[src/rtl/pong_pkg.sv]
// Shared types and constants for the Pong game sequencing logic.
package pong_pkg;

  typedef enum logic [2:0] {
    ST_IDLE  = 3'd0,
    ST_SERVE = 3'd1,
    ST_PLAY  = 3'd2,
    ST_POINT = 3'd3,
    ST_OVER  = 3'd4
  } state_e;

  // Matches the ball's direction encoding.
  localparam logic DIR_RIGHT = 1'b0;
  localparam logic DIR_LEFT  = 1'b1;

  localparam int unsigned WIN_SCORE_DEF = 7;
  localparam int unsigned SCORE_W_DEF   = 4;

  // Bits needed to hold the larger of two frame counts.
  function automatic int unsigned timer_width(input int unsigned a, input int unsigned b);
    int unsigned m;
    m = (a > b) ? a : b;
    if (m < 1) m = 1;
    return $clog2(m + 1);
  endfunction

endpackage

[src/rtl/pong_game_ctrl_if.sv]
// Control/status bundle between the game controller and its surroundings.
interface pong_game_ctrl_if #(
  parameter int unsigned SCORE_W = 4
);
  logic               i_frame_tick;
  logic               i_start;
  logic               i_miss_left;
  logic               i_miss_right;
  logic               o_ball_run;
  logic               o_ball_centre;
  logic               o_serve_dir;
  logic [SCORE_W-1:0] o_score1;
  logic [SCORE_W-1:0] o_score2;
  logic [2:0]         o_state;
  logic               o_game_over;

  modport master (
    output i_frame_tick, i_start, i_miss_left, i_miss_right,
    input  o_ball_run, o_ball_centre, o_serve_dir, o_score1, o_score2, o_state, o_game_over
  );

  modport slave (
    input  i_frame_tick, i_start, i_miss_left, i_miss_right,
    output o_ball_run, o_ball_centre, o_serve_dir, o_score1, o_score2, o_state, o_game_over
  );
endinterface

[src/rtl/pong_frame_timer.sv]
// Loadable down-counter of frame ticks; flags the tick on which it runs out.
module pong_frame_timer #(
  parameter int unsigned TW = 6
) (
  input  logic          clk,
  input  logic          rst,
  input  logic [TW-1:0] load_val,
  input  logic          load,
  input  logic          tick,
  output logic          expired_c
);

  logic [TW-1:0] cnt_q;

  // Load wins over a same-cycle tick; a zero load behaves as one frame.
  always_ff @(posedge clk) begin
    if (rst) begin
      cnt_q <= '0;
    end else if (load) begin
      cnt_q <= (load_val == '0) ? TW'(1) : load_val;
    end else if (tick && (cnt_q != '0)) begin
      cnt_q <= cnt_q - TW'(1);
    end
  end

  assign expired_c = tick && (cnt_q == TW'(1));

endmodule

[src/rtl/pong_game_ctrl.sv]
// Game sequencer: idle/serve/play/point/over phases, scores and ball control.
module pong_game_ctrl
  import pong_pkg::*;
#(
  parameter int unsigned WIN_SCORE    = WIN_SCORE_DEF,
  parameter int unsigned SERVE_FRAMES = 60,
  parameter int unsigned POINT_FRAMES = 30,
  parameter int unsigned SCORE_W      = SCORE_W_DEF
) (
  input logic              i_clk,
  input logic              i_rst,
  pong_game_ctrl_if.slave  bus
);

  localparam int unsigned        TW       = timer_width(SERVE_FRAMES, POINT_FRAMES);
  localparam logic [SCORE_W-1:0] WIN      = SCORE_W'(WIN_SCORE);
  localparam logic [TW-1:0]      SERVE_LD = TW'(SERVE_FRAMES);
  localparam logic [TW-1:0]      POINT_LD = TW'(POINT_FRAMES);

  state_e             state_q, state_d;
  logic               start_q;
  logic               start_edge_c;
  logic               run_q, run_d;
  logic               centre_q, centre_d;
  logic               dir_q, dir_d;
  logic               over_q, over_d;
  logic [SCORE_W-1:0] score1_q, score1_d;
  logic [SCORE_W-1:0] score2_q, score2_d;
  logic               tmr_load_c, tmr_tick_c, tmr_exp_c;
  logic [TW-1:0]      tmr_val_c;

  assign start_edge_c = bus.i_start & ~start_q;

  pong_frame_timer #(.TW(TW)) u_timer (
    .clk       (i_clk),
    .rst       (i_rst),
    .load_val  (tmr_val_c),
    .load      (tmr_load_c),
    .tick      (tmr_tick_c),
    .expired_c (tmr_exp_c)
  );

  always_ff @(posedge i_clk) begin
    if (i_rst) begin
      state_q  <= ST_IDLE;
      start_q  <= 1'b0;
      run_q    <= 1'b0;
      centre_q <= 1'b0;
      dir_q    <= DIR_RIGHT;
      over_q   <= 1'b0;
      score1_q <= '0;
      score2_q <= '0;
    end else begin
      state_q  <= state_d;
      start_q  <= bus.i_start;
      run_q    <= run_d;
      centre_q <= centre_d;
      dir_q    <= dir_d;
      over_q   <= over_d;
      score1_q <= score1_d;
      score2_q <= score2_d;
    end
  end

  always_comb begin
    state_d    = state_q;
    dir_d      = dir_q;
    score1_d   = score1_q;
    score2_d   = score2_q;
    centre_d   = 1'b0;
    tmr_load_c = 1'b0;
    tmr_val_c  = SERVE_LD;
    tmr_tick_c = 1'b0;

    case (state_q)
      ST_IDLE, ST_OVER: begin
        if (start_edge_c) begin
          score1_d   = '0;
          score2_d   = '0;
          dir_d      = DIR_RIGHT;
          centre_d   = 1'b1;
          tmr_load_c = 1'b1;
          tmr_val_c  = SERVE_LD;
          state_d    = ST_SERVE;
        end
      end
      ST_SERVE: begin
        tmr_tick_c = bus.i_frame_tick;
        if (tmr_exp_c) state_d = ST_PLAY;
      end
      ST_PLAY: begin
        // Simultaneous misses resolve to the left edge.
        if (bus.i_miss_left) begin
          score2_d   = (score2_q < WIN) ? score2_q + SCORE_W'(1) : score2_q;
          dir_d      = DIR_LEFT;
          tmr_load_c = 1'b1;
          tmr_val_c  = POINT_LD;
          state_d    = ST_POINT;
        end else if (bus.i_miss_right) begin
          score1_d   = (score1_q < WIN) ? score1_q + SCORE_W'(1) : score1_q;
          dir_d      = DIR_RIGHT;
          tmr_load_c = 1'b1;
          tmr_val_c  = POINT_LD;
          state_d    = ST_POINT;
        end
      end
      ST_POINT: begin
        tmr_tick_c = bus.i_frame_tick;
        if (tmr_exp_c) begin
          if ((score1_q == WIN) || (score2_q == WIN)) begin
            state_d = ST_OVER;
          end else begin
            centre_d   = 1'b1;
            tmr_load_c = 1'b1;
            tmr_val_c  = SERVE_LD;
            state_d    = ST_SERVE;
          end
        end
      end
      default: state_d = ST_IDLE;
    endcase

    run_d  = (state_d == ST_PLAY);
    over_d = (state_d == ST_OVER);
  end

  assign bus.o_ball_run    = run_q;
  assign bus.o_ball_centre = centre_q;
  assign bus.o_serve_dir   = dir_q;
  assign bus.o_score1      = score1_q;
  assign bus.o_score2      = score2_q;
  assign bus.o_state       = state_q;
  assign bus.o_game_over   = over_q;

endmodule

[src/flat_wrapper.sv]
// flat-port wrapper written by rule: the top's interface ports become plain ports
module pong_game_ctrl_flat import pong_pkg::*;
#(
  parameter int unsigned WIN_SCORE    = WIN_SCORE_DEF,
  parameter int unsigned SERVE_FRAMES = 60,
  parameter int unsigned POINT_FRAMES = 30,
  parameter int unsigned SCORE_W      = SCORE_W_DEF
)
  (i_clk, i_rst, bus_i_frame_tick, bus_i_start, bus_i_miss_left, bus_i_miss_right, bus_o_ball_run, bus_o_ball_centre, bus_o_serve_dir, bus_o_score1, bus_o_score2, bus_o_state, bus_o_game_over);
  pong_game_ctrl_if #(.SCORE_W(SCORE_W)) bus_i ();
  input logic i_clk;
  input logic i_rst;
  input wire logic [$bits(bus_i.i_frame_tick)-1:0] bus_i_frame_tick;
  input wire logic [$bits(bus_i.i_start)-1:0] bus_i_start;
  input wire logic [$bits(bus_i.i_miss_left)-1:0] bus_i_miss_left;
  input wire logic [$bits(bus_i.i_miss_right)-1:0] bus_i_miss_right;
  output wire logic [$bits(bus_i.o_ball_run)-1:0] bus_o_ball_run;
  output wire logic [$bits(bus_i.o_ball_centre)-1:0] bus_o_ball_centre;
  output wire logic [$bits(bus_i.o_serve_dir)-1:0] bus_o_serve_dir;
  output wire logic [$bits(bus_i.o_score1)-1:0] bus_o_score1;
  output wire logic [$bits(bus_i.o_score2)-1:0] bus_o_score2;
  output wire logic [$bits(bus_i.o_state)-1:0] bus_o_state;
  output wire logic [$bits(bus_i.o_game_over)-1:0] bus_o_game_over;
  assign bus_i.i_frame_tick = bus_i_frame_tick;
  assign bus_i.i_start = bus_i_start;
  assign bus_i.i_miss_left = bus_i_miss_left;
  assign bus_i.i_miss_right = bus_i_miss_right;
  assign bus_o_ball_run = bus_i.o_ball_run;
  assign bus_o_ball_centre = bus_i.o_ball_centre;
  assign bus_o_serve_dir = bus_i.o_serve_dir;
  assign bus_o_score1 = bus_i.o_score1;
  assign bus_o_score2 = bus_i.o_score2;
  assign bus_o_state = bus_i.o_state;
  assign bus_o_game_over = bus_i.o_game_over;
  pong_game_ctrl #(.WIN_SCORE(WIN_SCORE), .SERVE_FRAMES(SERVE_FRAMES), .POINT_FRAMES(POINT_FRAMES), .SCORE_W(SCORE_W)) u_core (.i_clk(i_clk), .i_rst(i_rst), .bus(bus_i));
endmodule
[config.mk]
export PLATFORM = sky130hd
export DESIGN_NAME = pong_game_ctrl_flat
export DESIGN_NICKNAME = d
export VERILOG_FILES = /design/src/rtl/pong_pkg.sv /design/src/rtl/pong_game_ctrl_if.sv /design/src/rtl/pong_frame_timer.sv /design/src/rtl/pong_game_ctrl.sv /design/src/flat_wrapper.sv
export SDC_FILE = /design/constraint.sdc
export NUM_CORES = 1
export LEC_CHECK = 0
export ABC_AREA = 1
export BUFFER_PORTS_ARGS = -buffer_cell sky130_fd_sc_hd__buf_2
export CORE_ASPECT_RATIO = 0.9
export CORE_MARGIN = 4
export CORE_UTILIZATION = 46
export DETAILED_ROUTE_END_ITERATION = 10
export MAX_ROUTING_LAYER = met4
export PLACE_DENSITY = 0.76
export SETUP_SLACK_MARGIN = 0.4
export SLEW_MARGIN = 15
export SYNTH_ARGS = -nofsm -noshare
export SYNTH_HDL_FRONTEND = slang
export SYNTH_HIERARCHICAL = 1
export SYNTH_SLANG_ARGS = --single-unit
[constraint.sdc]
create_clock -name i_clk -period 2.72 [get_ports i_clk]
set_input_delay 0.136 -clock i_clk [delete_from_list [all_inputs] [get_ports i_clk]]
set_output_delay 0.136 -clock i_clk [all_outputs]
set_load 0.02 [all_outputs]
==> metrics.md <==
| Metric | Value |
|---|---|
| RSZ-0062 raised after global routing | `false` |
| Initial antenna violation count | `0` |
| Routed length per instance | `between 10 and 15 um` |
| Worst path top cell family by delay | `simple AND/OR/NAND/NOR gates` |
| Reg clk slew, reported paths | `approximately 130 ps` |
| Die width | `about 63 um` |
| Syn Inst Count | `a little over 200` |
| Util after Layout | `about 58%` |
| Final instance area | `~1500 um^2` |
| Post-synth EDFFs | `0` |
| Hpwl dp | `about 2000 um` |
| Largest net degree at the start of global routing | `13` |
| Cell Area, Synth | `1270 um^2` |
| Final Max Slew Viols | `0` |
| Yosys top cell area share | `a little over a third` |
| Setup TNS | `0 ps` |
| PortBufs | `20` |
| Core Region | `2552 um^2` |
| Worst Path Arrival | `2300 ps` |
| DRC errors left | `0` |
| Register area share after synthesis | `34.68%` |
| Routed vias/inst | `between 4 and 5` |
| Fin crit period | `~2100 ps` |
| Std-Cell Rows | `17` |
| Mean post-synth cell area | `between 6 and 7 um^2` |
| Status | `finished, final reports clean` |
| Critical-path maximum fanout | `11` |
| PwrDens | `about 470 nW/um^2` |
| CTS tree | `done` |
| Post-synth top cells | `nand2_1 (54), nor2_1 (33), inv_1 (27)` |
| Max cap viols | `0` |
| Largest cells by area after synthesis | `dfxtp_1 (35%), nand2_1 (16%), nor2_1 (9.8%)` |
| CTS sink cnt | `22` |
| Fin Hold WS | `around 26 ps` |
| DRT Pass-1 Iters | `4` |
| Area grow syn2layout | `16.55%` |
| Seq pwr share | `between 50% and 60%` |
| Synth Register Bits | `22` |
| GP Congestion | `a little under 0.9` |
| Critical path required time | `2920 ps` |
| DR vias | `between 1000 and 1500` |
| Clock buffer depth | `2` |
| GRT overflow | `0` |
| Sequence of cells on the critical path | `inv_1 > nand2_1 > nor2_4 > nand2_1 > nor3_2 > nand2_1 > o21a_1 > nand2_4 > inv_1 > nor2_1 > nand2_1 > o21ai_0 > nand2_1 > inv_1 > nor2_1` |
| CTS HTree Levels | `1` |
| CP Capture Type | `register` |
| Die ar. | `3667 um^2` |
| Routed Wire Length | `2762 um` |
| All-Layer GR Usage | `around 16%` |
| Worst-skew pair later-pin latency | `around 310 ps` |
| Die Ht | `between 50 and 60 um` |
| CTS Buf Count | `3` |
| Routed Antenna Nets | `0` |
| Async SR Flop Fraction | `0%` |
| P_sw | `around 0.00022 W` |
| Critical path class | `reg2reg` |
| Fmax | `roughly 0.48 GHz` |
| R2R Setup Slk | `around 600 ps` |
| Placed cell areas | `~1400 um^2` |
| Hold WC Path Type | `in2reg` |
| Yosys warning total | `6` |
| Startpoint types | `register` |
| Part of the cycle the worst path needs | `between 70% and 80%` |
| Clock root buffer | `clkbuf_4` |
| Global-route wire length before repair | `4636 um` |
| CP max stage delay | `roughly 360 ps` |
| Share of layout cells above drive strength 1 | `between 10% and 20%` |
| CP bufs+invs | `3` |
| Endpoints failing hold | `0` |
| # IOs | `21` |
| Cell taking the most area after synthesis | `dfxtp_1` |
| Clock power share | `around a quarter` |
| Most numerous cell in the Yosys netlist | `nand2_1` |
| Skew final | `approximately 20 ps` |
| Pint | `approximately 0.00048 W` |
| Netlist cell types | `23` |
| Antenna Cells | `0` |
| Maximum vdd drop | `approximately 0.28 mV` |
| Sw Ratio | `about a third` |
| Setup violators final | `0` |
| Top_reg_cell synth | `dfxtp_1` |
| Logic gate share of total power | `23.9%` |
| Vias in the first global route | `~1100` |
| Most numerous cell on the critical path | `nand2_1` |
| Leak Pwr | `0.7539 nW` |
| Fin nets | `242` |
| Slowest cell on the critical path | `dfxtp_1` |
| Starting Density | `49.75%` |
| DRT iter0 DRCs | `72` |
==> per-layer routing <==
metal  track usage (%)  vias up  wire length, um
met5                 -        -                0
met4             3.077        0               17
met3             4.264        2               99
met2             25.60       21             1206
met1             20.61      552             1439
li1                  -      689                -
==> placed cells by master (no fill, tap or decap) <==
cell type	Yosys	layout
nand2_1	54	53
nor2_1	33	32
inv_1	27	27
dfxtp_1	22	21
buf_2	1	20
nand3_1	18	18
a21oi_1	16	16
conb_1	2	7
o21ai_0	6	6
ha_1	5	5
clkbuf_4	0	3
nand2_2	3	3
nand4_1	3	3
nor2_4	1	2
nand2_4	1	2
clkbuf_8	0	1
or2_2	1	1
o21a_1	1	1
nor3_1	2	1
dfxtp_2	0	1
buf_4	0	1
nor3_2	0	1
nand3b_1	1	1
nor2_2	1	1
nand3_2	1	1
a21oi_2	1	1
o22ai_1	1	1
==> cell families after synthesis <==
logic type / Yosys count / synth area share [%]
AO/OA/AOI/OAI: 25 / 10.44
adder cells (fa/ha/maj): 5 / 4.926
buffers and inverters: 29 / 8.670
flip-flops: 22 / 34.68
other: 2 / 0.5914
AND/OR/NAND/NOR: 119 / 40.69
==> state kept, by name, summed over array words and instances (netlist names) <==
| name | cells |
|---|---|
| u_core/bus.o_ball_centre | 1 |
| u_core/bus.o_state | 3 |
| u_core/bus.o_game_over | 1 |
| u_core/bus.o_score1 | 4 |
| u_core/start_q | 1 |
| u_core/bus.o_serve_dir | 1 |
| u_core/bus.o_score2 | 4 |
| u_core/bus.o_ball_run | 1 |
| u_core/u_timer/cnt_q | 6 |
==> final cells by class <==
type	count	area, um^2
Fill cell	244	1072
Multi-Input combinational cell	156	758.2
Sequential cell	22	441.7
Timing Repair Buffer	21	107.6
Inverter	27	101.3
Clock buffer	4	36.28
Tap cell	28	35.03
==> what timing repair did <==
item / 4_1_cts / 5_1_grt
buffers inserted: 0 / 0
endpoints found under the setup margin: 5 / 5
hold buffers: 0 / 0
resized for setup: 2 / 3
==> per-stage QoR <==
| step | worst slack (ps) | cells | total power [W] |
|---|---|---|---|
| 6_report | 616.1 | 258 | 0.0006999 |
| 4_1_cts | 469.2 | 258 | 0.0007053 |
| 2_1_floorplan | 498.4 | 207 | 0.0004878 |
| 5_1_grt | 434.6 | 258 | 0.0007469 |
| 3_5_place_dp | 313.8 | 254 | 0.0005226 |
| 3_3_place_gp | 410.3 | 254 | 0.0005228 |
==> path summary, 6_finish.rpt <==
path | from | end | depth (start not counted)
max | u_core/bus.o_state[2] | u_core/u_timer/cnt_q[0] | 15
min | bus_i_start | u_core/start_q | 3
max reg2reg | u_core/bus.o_state[2] | u_core/u_timer/cnt_q[0] | 15
min reg2reg | u_core/bus.o_serve_dir | u_core/bus.o_serve_dir | 2
==> worst reg2reg max path: stages, from the launching register on <==
cell	delay, ps
dfxtp_1	360
inv_1	130
nand2_1	120
nor2_4	150
nand2_1	80
nor3_2	200
nand2_1	80
o21a_1	230
nand2_4	130
inv_1	130
nor2_1	110
nand2_1	50
o21ai_0	70
nand2_1	60
inv_1	50
nor2_1	30
==> power by group through the flow <==
| stage | Sequential, W | Clock (W) | Combinational (W) |
|---|---|---|---|
| after floorplan | 0.000365 | 0 | 0.000123 |
| final | 0.000355 | 0.000177 | 0.000167 |
| after CTS | 0.000355 | 0.000188 | 0.000162 |
| after global placement | 0.000361 | 0 | 0.000161 |
| after detailed placement | 0.000362 | 0 | 0.000161 |
| after global routing | 0.000358 | 0.000199 | 0.000190 |
Note: power is estimated with default switching activity, not from simulation.
